==> src/rtl/pcileech_tlp_rx_packer.sv <==
// pcileech_tlp_rx_packer: store-and-forward TRN RX to tagged 64-bit TLP words, dropping bad/oversize TLPs
module pcileech_tlp_rx_packer #(
  parameter int MAX_DW = 32,
  parameter int CNT_W = 6
) (
  input  logic        CLK,
  input  logic        RESET,
  input  logic [31:0] trn_rd,
  input  logic        trn_rsof_n,
  input  logic        trn_reof_n,
  input  logic        trn_rsrc_rdy_n,
  input  logic        trn_rsrc_dsc_n,
  input  logic        trn_rerrfwd_n,
  output logic        trn_rdst_rdy_n,
  input  logic        cfg_bus_master_en,
  output logic [63:0] tlp_tx_data,
  output logic        tlp_tx_valid,
  input  logic        tlp_tx_ready,
  output logic [15:0] stat_drop_cnt
);
  localparam int AW = $clog2(MAX_DW);
  typedef enum logic [1:0] {IDLE, FILL, DROP, DRAIN} state_t;
  state_t state, state_n;
  logic [31:0] mem [MAX_DW];
  logic [CNT_W-1:0] cnt, cnt_n, len, len_n, rd, rd_n;
  logic [AW-1:0] wa;
  logic [1:0] ndrop;
  logic [16:0] drop_sum;
  logic bme, bme_n, err, err_n, we;
  logic acc, sof, eof, dsc, ef, last, xfer, start;
  assign acc = ~trn_rsrc_rdy_n & ~trn_rdst_rdy_n;
  assign sof = ~trn_rsof_n;
  assign eof = ~trn_reof_n;
  assign dsc = ~trn_rsrc_dsc_n;
  assign ef = ~trn_rerrfwd_n;
  assign last = rd == len - 1'b1;
  assign tlp_tx_valid = state == DRAIN;
  assign tlp_tx_data = tlp_tx_valid ? {mem[rd[AW-1:0]], 20'h0, bme, last, 2'b11, 8'h77} : 64'h0;
  assign xfer = tlp_tx_valid & tlp_tx_ready;
  // a sof beat (re)starts a TLP from IDLE, or from FILL where it aborts the partial one
  assign start = acc & sof & ~dsc & (state == IDLE | state == FILL);
  assign drop_sum = {1'b0, stat_drop_cnt} + 17'(ndrop);
  always_comb begin
    state_n = state;
    cnt_n = cnt;
    len_n = len;
    rd_n = rd;
    bme_n = bme;
    err_n = err;
    we = 1'b0;
    wa = cnt[AW-1:0];
    ndrop = 2'd0;
    case (state)
      IDLE: ndrop = (acc & sof & dsc) ? 2'd1 : 2'd0;
      FILL: if (acc) begin
        if (dsc | sof) begin
          ndrop = 2'd1;
          state_n = IDLE;
        end else if (cnt == CNT_W'(MAX_DW)) begin
          ndrop = eof ? 2'd1 : 2'd0;
          state_n = eof ? IDLE : DROP;
        end else begin
          we = 1'b1;
          cnt_n = cnt + 1'b1;
          err_n = err | ef;
          if (eof) begin
            len_n = cnt + 1'b1;
            rd_n = '0;
            ndrop = (err | ef) ? 2'd1 : 2'd0;
            state_n = (err | ef) ? IDLE : DRAIN;
          end
        end
      end
      DROP: if (acc & (eof | dsc)) begin
        ndrop = 2'd1;
        state_n = IDLE;
      end
      DRAIN: if (xfer) begin
        rd_n = rd + 1'b1;
        state_n = last ? IDLE : DRAIN;
      end
      default: state_n = IDLE;
    endcase
    if (start) begin
      we = 1'b1;
      wa = '0;
      cnt_n = CNT_W'(1);
      len_n = CNT_W'(1);
      rd_n = '0;
      bme_n = cfg_bus_master_en;
      err_n = ef;
      state_n = ~eof ? FILL : ef ? IDLE : DRAIN;
      ndrop = ndrop + ((eof & ef) ? 2'd1 : 2'd0);
    end
  end
  always_ff @(posedge CLK) begin
    if (RESET) begin
      state <= IDLE;
      cnt <= '0;
      len <= '0;
      rd <= '0;
      bme <= 1'b0;
      err <= 1'b0;
      trn_rdst_rdy_n <= 1'b1;
      stat_drop_cnt <= 16'h0;
    end else begin
      state <= state_n;
      cnt <= cnt_n;
      len <= len_n;
      rd <= rd_n;
      bme <= bme_n;
      err <= err_n;
      trn_rdst_rdy_n <= state_n == DRAIN;
      stat_drop_cnt <= drop_sum[16] ? 16'hFFFF : drop_sum[15:0];
    end
  end
  always_ff @(posedge CLK) if (we) mem[wa] <= trn_rd;
endmodule

==> config.mk <==
export PLATFORM = sky130hd
export DESIGN_NAME = pcileech_tlp_rx_packer
export DESIGN_NICKNAME = d
export VERILOG_FILES = /design/src/rtl/pcileech_tlp_rx_packer.sv
export SDC_FILE = /design/constraint.sdc
export NUM_CORES = 1
export LEC_CHECK = 0
export ABC_CLOCK_PERIOD_IN_PS = 7480
export CAP_MARGIN = 20
export CORE_MARGIN = 5
export CORE_UTILIZATION = 43
export DETAILED_ROUTE_END_ITERATION = 6
export GPL_TIMING_DRIVEN = 0
export PLACE_DENSITY = 0.63
export SLEW_MARGIN = 0
export SYNTH_ARGS = -nofsm -noshare
export SYNTH_HDL_FRONTEND = slang
export SYNTH_SLANG_ARGS = --single-unit
==> constraint.sdc <==
create_clock -name CLK -period 7.48 [get_ports CLK]
set_input_delay 1.87 -clock CLK [delete_from_list [all_inputs] [get_ports CLK]]
set_output_delay 1.87 -clock CLK [all_outputs]
set_load 0.02 [all_outputs]
==> results of run 1 <==
[cells by family after synthesis]
kind of cell,share of synthesized area [%]
AND/OR/NAND/NOR,1.939
multiplexers,18.26
flip-flops,76.33
adder cells (fa/ha/maj),0.2597
other,0.009050
XOR/XNOR,0.6552
buffers and inverters,1.718
AO/OA/AOI/OAI,0.8243
[final cells by class]
cell class              instances  area (um^2)  area share (%)
plain buffers                 126        659.4           1.350
clock buffers                 126         2695           5.516
clock inverters                67        693.2           1.419
inverters                      14        52.55          0.1076
multi-input cells             649         9408           19.25
flip-flops and latches       1068        31630           64.74
well taps                    1265         1583           3.239
repair buffers                175         2140           4.379
[worst min-delay path: cells and delay by family (launching register included)]
kind | cells | cell delay, ns
flops | 1 | 0.31
compound gates | 1 | 0.06
simple gates | 1 | 0.05
[state kept, by name, indices dropped and copies added, names as in the netlist, named ones only]
signal / cells
mem: 1024
stat_drop_cnt: 16
cnt: 6
len: 6
rd: 6
state: 2
bme: 1
err: 1
trn_rdst_rdy_n: 1
[worst max-delay path by stage]
stage                         startpoint               to  slack (ns)  cells after the start
after floorplan           trn_rsrc_rdy_n       mem[14][0]        1.01                      5
after global placement    trn_rsrc_rdy_n      mem[12][19]       -4.28                      6
after detailed placement  trn_rsrc_rdy_n      mem[12][19]        1.53                      9
after CTS                           flop  tlp_tx_data[33]        0.89                      7
after global routing                flop  tlp_tx_data[33]        0.81                      7
final                               flop  tlp_tx_data[33]        0.93                      7
[metrics by stage]
stage	util [%]	total power, W
floorplan	-	0.006743
global placement	46.28	0.006851
detailed placement	47.48	0.006866
CTS	51.03	0.01203
global route	51.27	0.01232
finish	51.27	0.01194
[metal layers]
metal	share of wire (%)	GRT usage [%]
met5	0	0
met4	1.6	3.954
met3	6.6	3.197
met2	52	32.87
met1	40	25.75
[cell usage in the layout (no fill, tap or decap), types with 29 or more instances in the layout]
cell type and instances:
edfxtp_1 1024, mux4_2 320, clkbuf_16 107, clkdlybuf4s50_1 100, clkbuf_1 71, nor2_1 68
buf_4 60, dfxtp_1 44, mux2i_1 36, nand2_1 29
[power breakdown]
part | internal (W) | leakage (nW) | switching [W] | total, W
clock | 0.00302 | 1.66 | 0.00218 | 0.00520
combinational | 0.0000593 | 3.56 | 0.000128 | 0.000187
sequential | 0.00656 | 9.56 | 0.00000371 | 0.00656
==> metrics.txt, run 1 <==
reg2reg start=cnt[2]; R2R depth=17; Worst Hold Depth=2; final worst-path cycle share=87.52%; CTS-repair resized insts=0; CP arrival=4.68 ns; die width=320.4 um; initial DRC count=1,983; FF+latch count, synth=1,068; Yosys top cell area share=74.21%; CP Buf/Inv Count=3; ys async rst share=0%; Hold Path Class=reg2reg; slew margin rel.=20.14%; non-filler cells, final=3,490; ratio of cells with drive above 1 in the final layout=28.94%; Pwr Density=244.4 nW/um^2; CP Launch Type=flop; row count=113; clk_skew=0.02206 ns; Setup TNS Final=0 ns; reg-to-reg slack, setup=3.12 ns; root buffer cell=clkbuf_16; Fmax achieved=152.8 MHz; Commonest cells post-synth=edfxtp_1 (1,024), mux4_2 (320), nor2_1 (94); Diodes inserted=0; status=complete, but fails checks; Seq/Total Area, Yosys=76.33%; Yosys cell types=50; drt wl/cell=28.01 um; Avg Synthesized Cell Area=22.57 um^2; vias in the first global route=20,777; crit path cell chain=clkbuf_1, clkbuf_1, mux4_2, mux4_2, mux2i_1, nor2_1, clkdlybuf4s50_1; Design Area, Final=48,860 um^2; Mapped Cells=1,836; I/O Pins=123; placed instance count=3,285; Area Overhead vs Synth=17.91%; CP delay by family, top=buffers and inverters; Total GRT Usage=18.97%; CTS Sinks=1,068; LEAKAGE=14.78 nW; Post-layout nets=2,186; Vias=19,733; Post-CTS Setup Bufs=0; Slew Viols, Final=0; CP endpoint kind=primary output; Clock transition at path regs=0.06 ns; DIE HEIGHT=320.4 um; Post-synth EDFFs=1,024; failing checks=design-rule violations; routed wire length=97,760 um; ys flop type=edfxtp_1; RSZ-0062 raised after global routing=false; Hold-fix buffers, CTS=0; via-per-instance ratio=5.654; initial antenna violation count=0; Remaining DRCs=10; Final HPWL DP=64,010 um; hold endpoint=bme; Worst-Margin Slew=1.198 ns; placed cell area=45,240 um^2; required time of the critical path=5.61 ns; Skew-Pair Late Insertion Delay=0.67 ns; Final Hold Vio Count=0; iteration count of the initial detailed-routing pass=7; final antenna-violating net count=0; number of CTS-inserted buffers=103; Post-Syn Area=41,440 um^2; max-cap violation count=0; clock buffer depth=3; pin count of the biggest net entering global routing=33; Crit-path slowest cell=clkbuf_1; fin crit period=6.546 ns; Crit path largest cell delay=0.91 ns; CTS tree=done; VDD IR max=164.5 uV; largest cells by area after synthesis=edfxtp_1 (74%), mux4_2 (17%), dfxtp_1 (2.1%), mux2i_1 (0.87%), nor2_1 (0.85%); warnings from Yosys=0; Core ar.=95,290 um^2; GR Overflow Total=0; fillers=7,399; die area=102,700 um^2; critical path fanouts, max=10; worst min-delay path startpoint=bme; GP Congestion=0.7886; Setup WS pre-CTS=1.534 ns; Port-buffer cells=100; WHS=0.4690 ns; first-pass GRT wire length=142,400 um; most frequent cell after synthesis=edfxtp_1; Crit Path Class=reg2out; Final Worst Setup Slack=0.9337 ns; area leader, netlist=edfxtp_1; Starting Density=43.48%; H-tree Lvls=3; Final setup viols=0; FF-to-FF End=stat_drop_cnt[10]
No activity file was read; power rests on OpenSTA's default activity.
==> run 2: changes to the inputs <==
--- a/config.mk
+++ b/config.mk
@@ -13,3 +13,2 @@
 export GPL_TIMING_DRIVEN = 0
-export PLACE_DENSITY = 0.63
 export SLEW_MARGIN = 0
==> constraint.sdc (replaced) <==
create_clock -name CLK -period 7.48 [get_ports CLK]
set_input_delay 1.496 -clock CLK [delete_from_list [all_inputs] [get_ports CLK]]
set_output_delay 1.496 -clock CLK [all_outputs]
set_load 0.02 [all_outputs]
==> metrics.txt, run 2 (synthesis gave the netlist of run 1 again) <==
clock buffer depth=3; non-filler cells, final=3,491; biggest regs=mem: 1024 flops, stat_drop_cnt: 16 flops; Post-layout nets=2,184; root buffer cell=clkbuf_16; Slew Viols, Final=0; I/O Pins=123; DIE HEIGHT=320.4 um; slew margin rel.=20.24%; Vias=19,907; fin crit period=6.085 ns; placed cell area=45,180 um^2; Final HPWL DP=64,120 um; Reg with most FFs=mem; iteration count of the initial detailed-routing pass=5; Core ar.=95,290 um^2; drt wl/cell=27.93 um; Final Hold Vio Count=0; Final Worst Setup Slack=1.395 ns; Area Overhead vs Synth=17.89%; Pwr Density=247.7 nW/um^2; routed wire length=97,500 um; GR Overflow Total=0; LEAKAGE=14.77 nW; Port-buffer cells=100; Top Metal Used=met4; Post-CTS Setup Bufs=0; VDD IR max=195.8 uV; CP Launch Type=flop; Skew-Pair Late Insertion Delay=0.67 ns; vias in the first global route=20,705; Crit path largest cell delay=0.87 ns; max-cap violation count=0; initial antenna violation count=1; CP Buf/Inv Count=3; critical path fanouts, max=10; Final setup viols=0; metal2 WL=49,930 um; met3 routed WL=5610 um; status=complete, no violations; CTS Sinks=1,068; CP arrival=4.59 ns; via-per-instance ratio=5.702; number of flip-flops in the largest register=1,024; Crit Path Class=reg2out; Diodes inserted=0; ratio of cells with drive above 1 in the final layout=28.84%; first-pass GRT wire length=142,800 um; final worst-path cycle share=81.35%; required time of the critical path=5.98 ns; Setup WS pre-CTS=2.041 ns; Worst-Margin Slew=1.196 ns; initial DRC count=1,947; die area=102,700 um^2; RSZ-0062 raised after global routing=false; CP delay by family, top=buffers and inverters; crit path cell chain=clkbuf_1, clkbuf_1, mux4_2, mux4_2, mux2i_1, nor2_1, clkdlybuf4s50_1; final antenna-violating net count=0; Remaining DRCs=0; H-tree Lvls=3; Total GRT Usage=18.99%; row count=113; Clock transition at path regs=0.06 ns; number of CTS-inserted buffers=106; Hold Path Class=reg2reg; clk_skew=0.03113 ns; Crit-path slowest cell=clkbuf_1; Design Area, Final=48,850 um^2; placed instance count=3,284; CTS-repair resized insts=0; Starting Density=43.48%; commonest non-fill, non-tap cells in the layout=edfxtp_1 (1,024), mux4_2 (320), clkbuf_16 (107), clkdlybuf4s50_1 (100), clkbuf_1 (70); CP endpoint kind=primary output; die width=320.4 um; fin util=51.26%; most common cell after layout, fill and taps aside=edfxtp_1; Fmax achieved=164.3 MHz; GP Congestion=0.7843; pin count of the biggest net entering global routing=33; met1 wire length=40,500 um; CTS tree=done; Hold-fix buffers, CTS=0
## run 2: cell types whose count changed in the layout (fill, tap and decap cells not counted)
cell | previous run | this run
clkinv_16 | 0 | 1
clkbuf_1 | 71 | 70
buf_6 | 9 | 4
clkinv_1 | 22 | 26
clkinv_2 | 23 | 21
buf_4 | 60 | 65
clkbuf_8 | 1 | 0
inv_16 | 2 | 3
buf_12 | 26 | 28
clkinvlp_4 | 3 | 4
bufinv_16 | 13 | 14
buf_16 | 5 | 2
inv_6 | 3 | 2
buf_8 | 10 | 9
## run 2: routing by layer
| layer | up-vias | global-route usage (%) |
|---|---|---|
| li1 | 8277 | - |
| met1 | 10795 | 26.38 |
| met2 | 729 | 32.56 |
| met3 | 106 | 2.932 |
| met4 | 0 | 3.712 |
| met5 | - | 0 |
## run 2: final cells by class
type	instances	area [um^2]
timing repair buffer	170	1988
tap	1265	1583
multi-input combinational	649	9408
fill	7467	46440
clock buffer	127	2753
clock inverter	72	777.0
inverter	14	52.55
buffer	126	659.4
sequential	1068	31630
## run 2: worst min-delay path: cells and delay by family (launching register included)
kind            cells  cell delay [ns]
compound gates      1             0.06
flops               1             0.31
simple gates        1             0.05
## run 2: worst paths after layout
path               start                end  slack (ns)  cells after the start
hold / removal       bme                bme        0.47                      2
setup reg to reg  cnt[2]  stat_drop_cnt[11]        3.11                     17
hold reg to reg      bme                bme        0.47                      2
setup / recovery    flop    tlp_tx_data[53]        1.39                      7
## run 2: through the flow
stage	TNS (ns)	hold WS, ns	total power, W
final	0	0.4679	0.01210
after global routing	0	0.4958	0.01247
after CTS	0	0.4730	0.01219
after detailed placement	0	0.4635	0.006864
after global placement	-588.67	0.4454	0.006851
after floorplan	0	0.4321	0.006743
## run 2: where the power goes
group	switching, W	internal [W]	total [W]
clock network	0.00224	0.00312	0.00536
logic	0.000126	0.0000556	0.000181
registers	0.00000364	0.00656	0.00656
total	0.00237	0.00973	0.0121
==> run 3: changes to the inputs <==
Settings changed: ABC_CLOCK_PERIOD_IN_PS 7480 to 5300.
Clock period 7.48 ns to 5.3 ns, I/O delays scaled along.
==> metrics.txt, run 3 (synthesis gave the netlist of run 1 again) <==
status=complete, no violations; I/O Pins=123; Hold-fix buffers, CTS=0; slew margin rel.=22.90%; CP Launch Type=flop; DIE HEIGHT=320.4 um; fillers=7,466; Starting Density=43.48%; LEAKAGE=14.78 nW; clock buffer depth=3; biggest regs=mem: 1024 flops, stat_drop_cnt: 16 flops; Post-layout nets=2,177; Total GRT Usage=19.18%; CP arrival=4.06 ns; via-per-instance ratio=5.662; Area Overhead vs Synth=18.02%; drt wl/cell=28.47 um; Reg with most FFs=mem; initial antenna violation count=1; VDD IR max=282.0 uV; Skew-Pair Late Insertion Delay=0.67 ns; number of CTS-inserted buffers=106; crit path cell chain=clkbuf_2, buf_1, mux4_2, mux4_2, mux2i_1, nor2_1, clkdlybuf4s50_1; max-cap violation count=0; Vias=19,715; CTS tree=done; root buffer cell=clkbuf_16; CP most frequent cell=mux4_2; ratio of cells with drive above 1 in the final layout=29.23%; Port-buffer cells=100; clk_skew=0.02179 ns; commonest non-fill, non-tap cells in the layout=edfxtp_1 (1,024), mux4_2 (320), clkbuf_16 (110), clkdlybuf4s50_1 (100), nor2_1 (68); Fmax achieved=195.4 MHz; initial DRC count=2,104; Core ar.=95,290 um^2; number of flip-flops in the largest register=1,024; Remaining DRCs=0; CP endpoint kind=primary output; fin util=51.32%; first-pass GRT wire length=142,700 um; final antenna-violating net count=0; Post-CTS Setup Bufs=0; R2R depth=17; final worst-path cycle share=96.56%; Clock transition at path regs=0.06 ns; iteration count of the initial detailed-routing pass=5; Diodes inserted=0; Final setup viols=0; GR Overflow Total=0; Worst Hold Depth=2; die width=320.4 um; die area=102,700 um^2; Slew Viols, Final=0; Hold Path Class=reg2reg; pin count of the biggest net entering global routing=33; Pwr Density=342.3 nW/um^2; Crit Path Class=reg2out; Worst-Margin Slew=1.156 ns; Setup TNS Final=0 ns; routed wire length=99,140 um; vias in the first global route=20,480; CTS Sinks=1,068; most common cell after layout, fill and taps aside=edfxtp_1; Crit path largest cell delay=0.67 ns; required time of the critical path=4.24 ns; RSZ-0062 raised after global routing=false; H-tree Lvls=3; Crit-path slowest cell=buf_1; row count=113; Final HPWL DP=65,080 um; fin crit period=5.118 ns; Final Hold Vio Count=0; critical path fanouts, max=10; GP Congestion=0.7737
==> run 3: where the power goes <==
group / switching (W) / total (W) / leakage (nW) / internal, W
sequential: 0.00000509 / 0.00926 / 9.56 / 0.00925
combinational: 0.000183 / 0.000270 / 3.58 / 0.0000875
clock: 0.00311 / 0.00721 / 1.64 / 0.00410
==> run 3: path summary, 6_finish.rpt <==
check	start	to	slack (ns)
hold / removal	bme	bme	0.46
setup reg to reg	cnt[2]	stat_drop_cnt[7]	0.92
setup / recovery	flop	tlp_tx_data[56]	0.18
hold reg to reg	bme	bme	0.46
==> run 3: timing repair <==
action | 4_1_cts | 5_1_grt
cloned | 0 | 0
endpoints found under the setup margin | 32 | 5
gates resized for setup | 15 | 10
==> run 3: critical path, delay by kind of cell (launching register included) <==
| kind | cells | cell delay, ns |
|---|---|---|
| buffers and inverters | 3 | 1.74 |
| flip-flops | 1 | 0.43 |
| multiplexers | 3 | 1.05 |
| AND/OR/NAND/NOR | 1 | 0.16 |
==> run 3: per-layer routing <==
metal	share of wire (%)	GRT usage, %	wire length, um
met5	0	0	0
met4	2.0	4.468	2002
met3	6.3	3.424	6248
met2	50	32.08	49520
met1	42	26.71	41370
==> run 3: cell type report <==
cell class                      instances  area (um^2)  share of cell area [%]
Buffer                                126        698.2                   1.428
Clock buffer                          137         2821                   5.769
Clock inverter                         60        513.0                   1.049
Inverter                               14        52.55                  0.1075
Multi-Input combinational cell        649         9452                   19.33
Sequential cell                      1068        31630                   64.68
Tap cell                             1265         1583                   3.237
Timing Repair Buffer                  163         2153                   4.403
==> run 3: metrics by stage <==
| step | hold WS [ns] | cell area (um^2) | worst slack (ns) | total power [W] | cells |
|---|---|---|---|---|---|
| detailed placement | 0.4533 | 45260 | 0.1826 | 0.009691 | 3271 |
| CTS | 0.4617 | 48630 | 0.01520 | 0.01685 | 3468 |
| global route | 0.4897 | 48900 | 0.01750 | 0.01724 | 3482 |
| floorplan | 0.4321 | 41550 | 0.9410 | 0.009517 | 1857 |
| finish | 0.4613 | 48900 | 0.1823 | 0.01674 | 3482 |
| global placement | 0.4433 | 44130 | -2.371 | 0.009671 | 3222 |
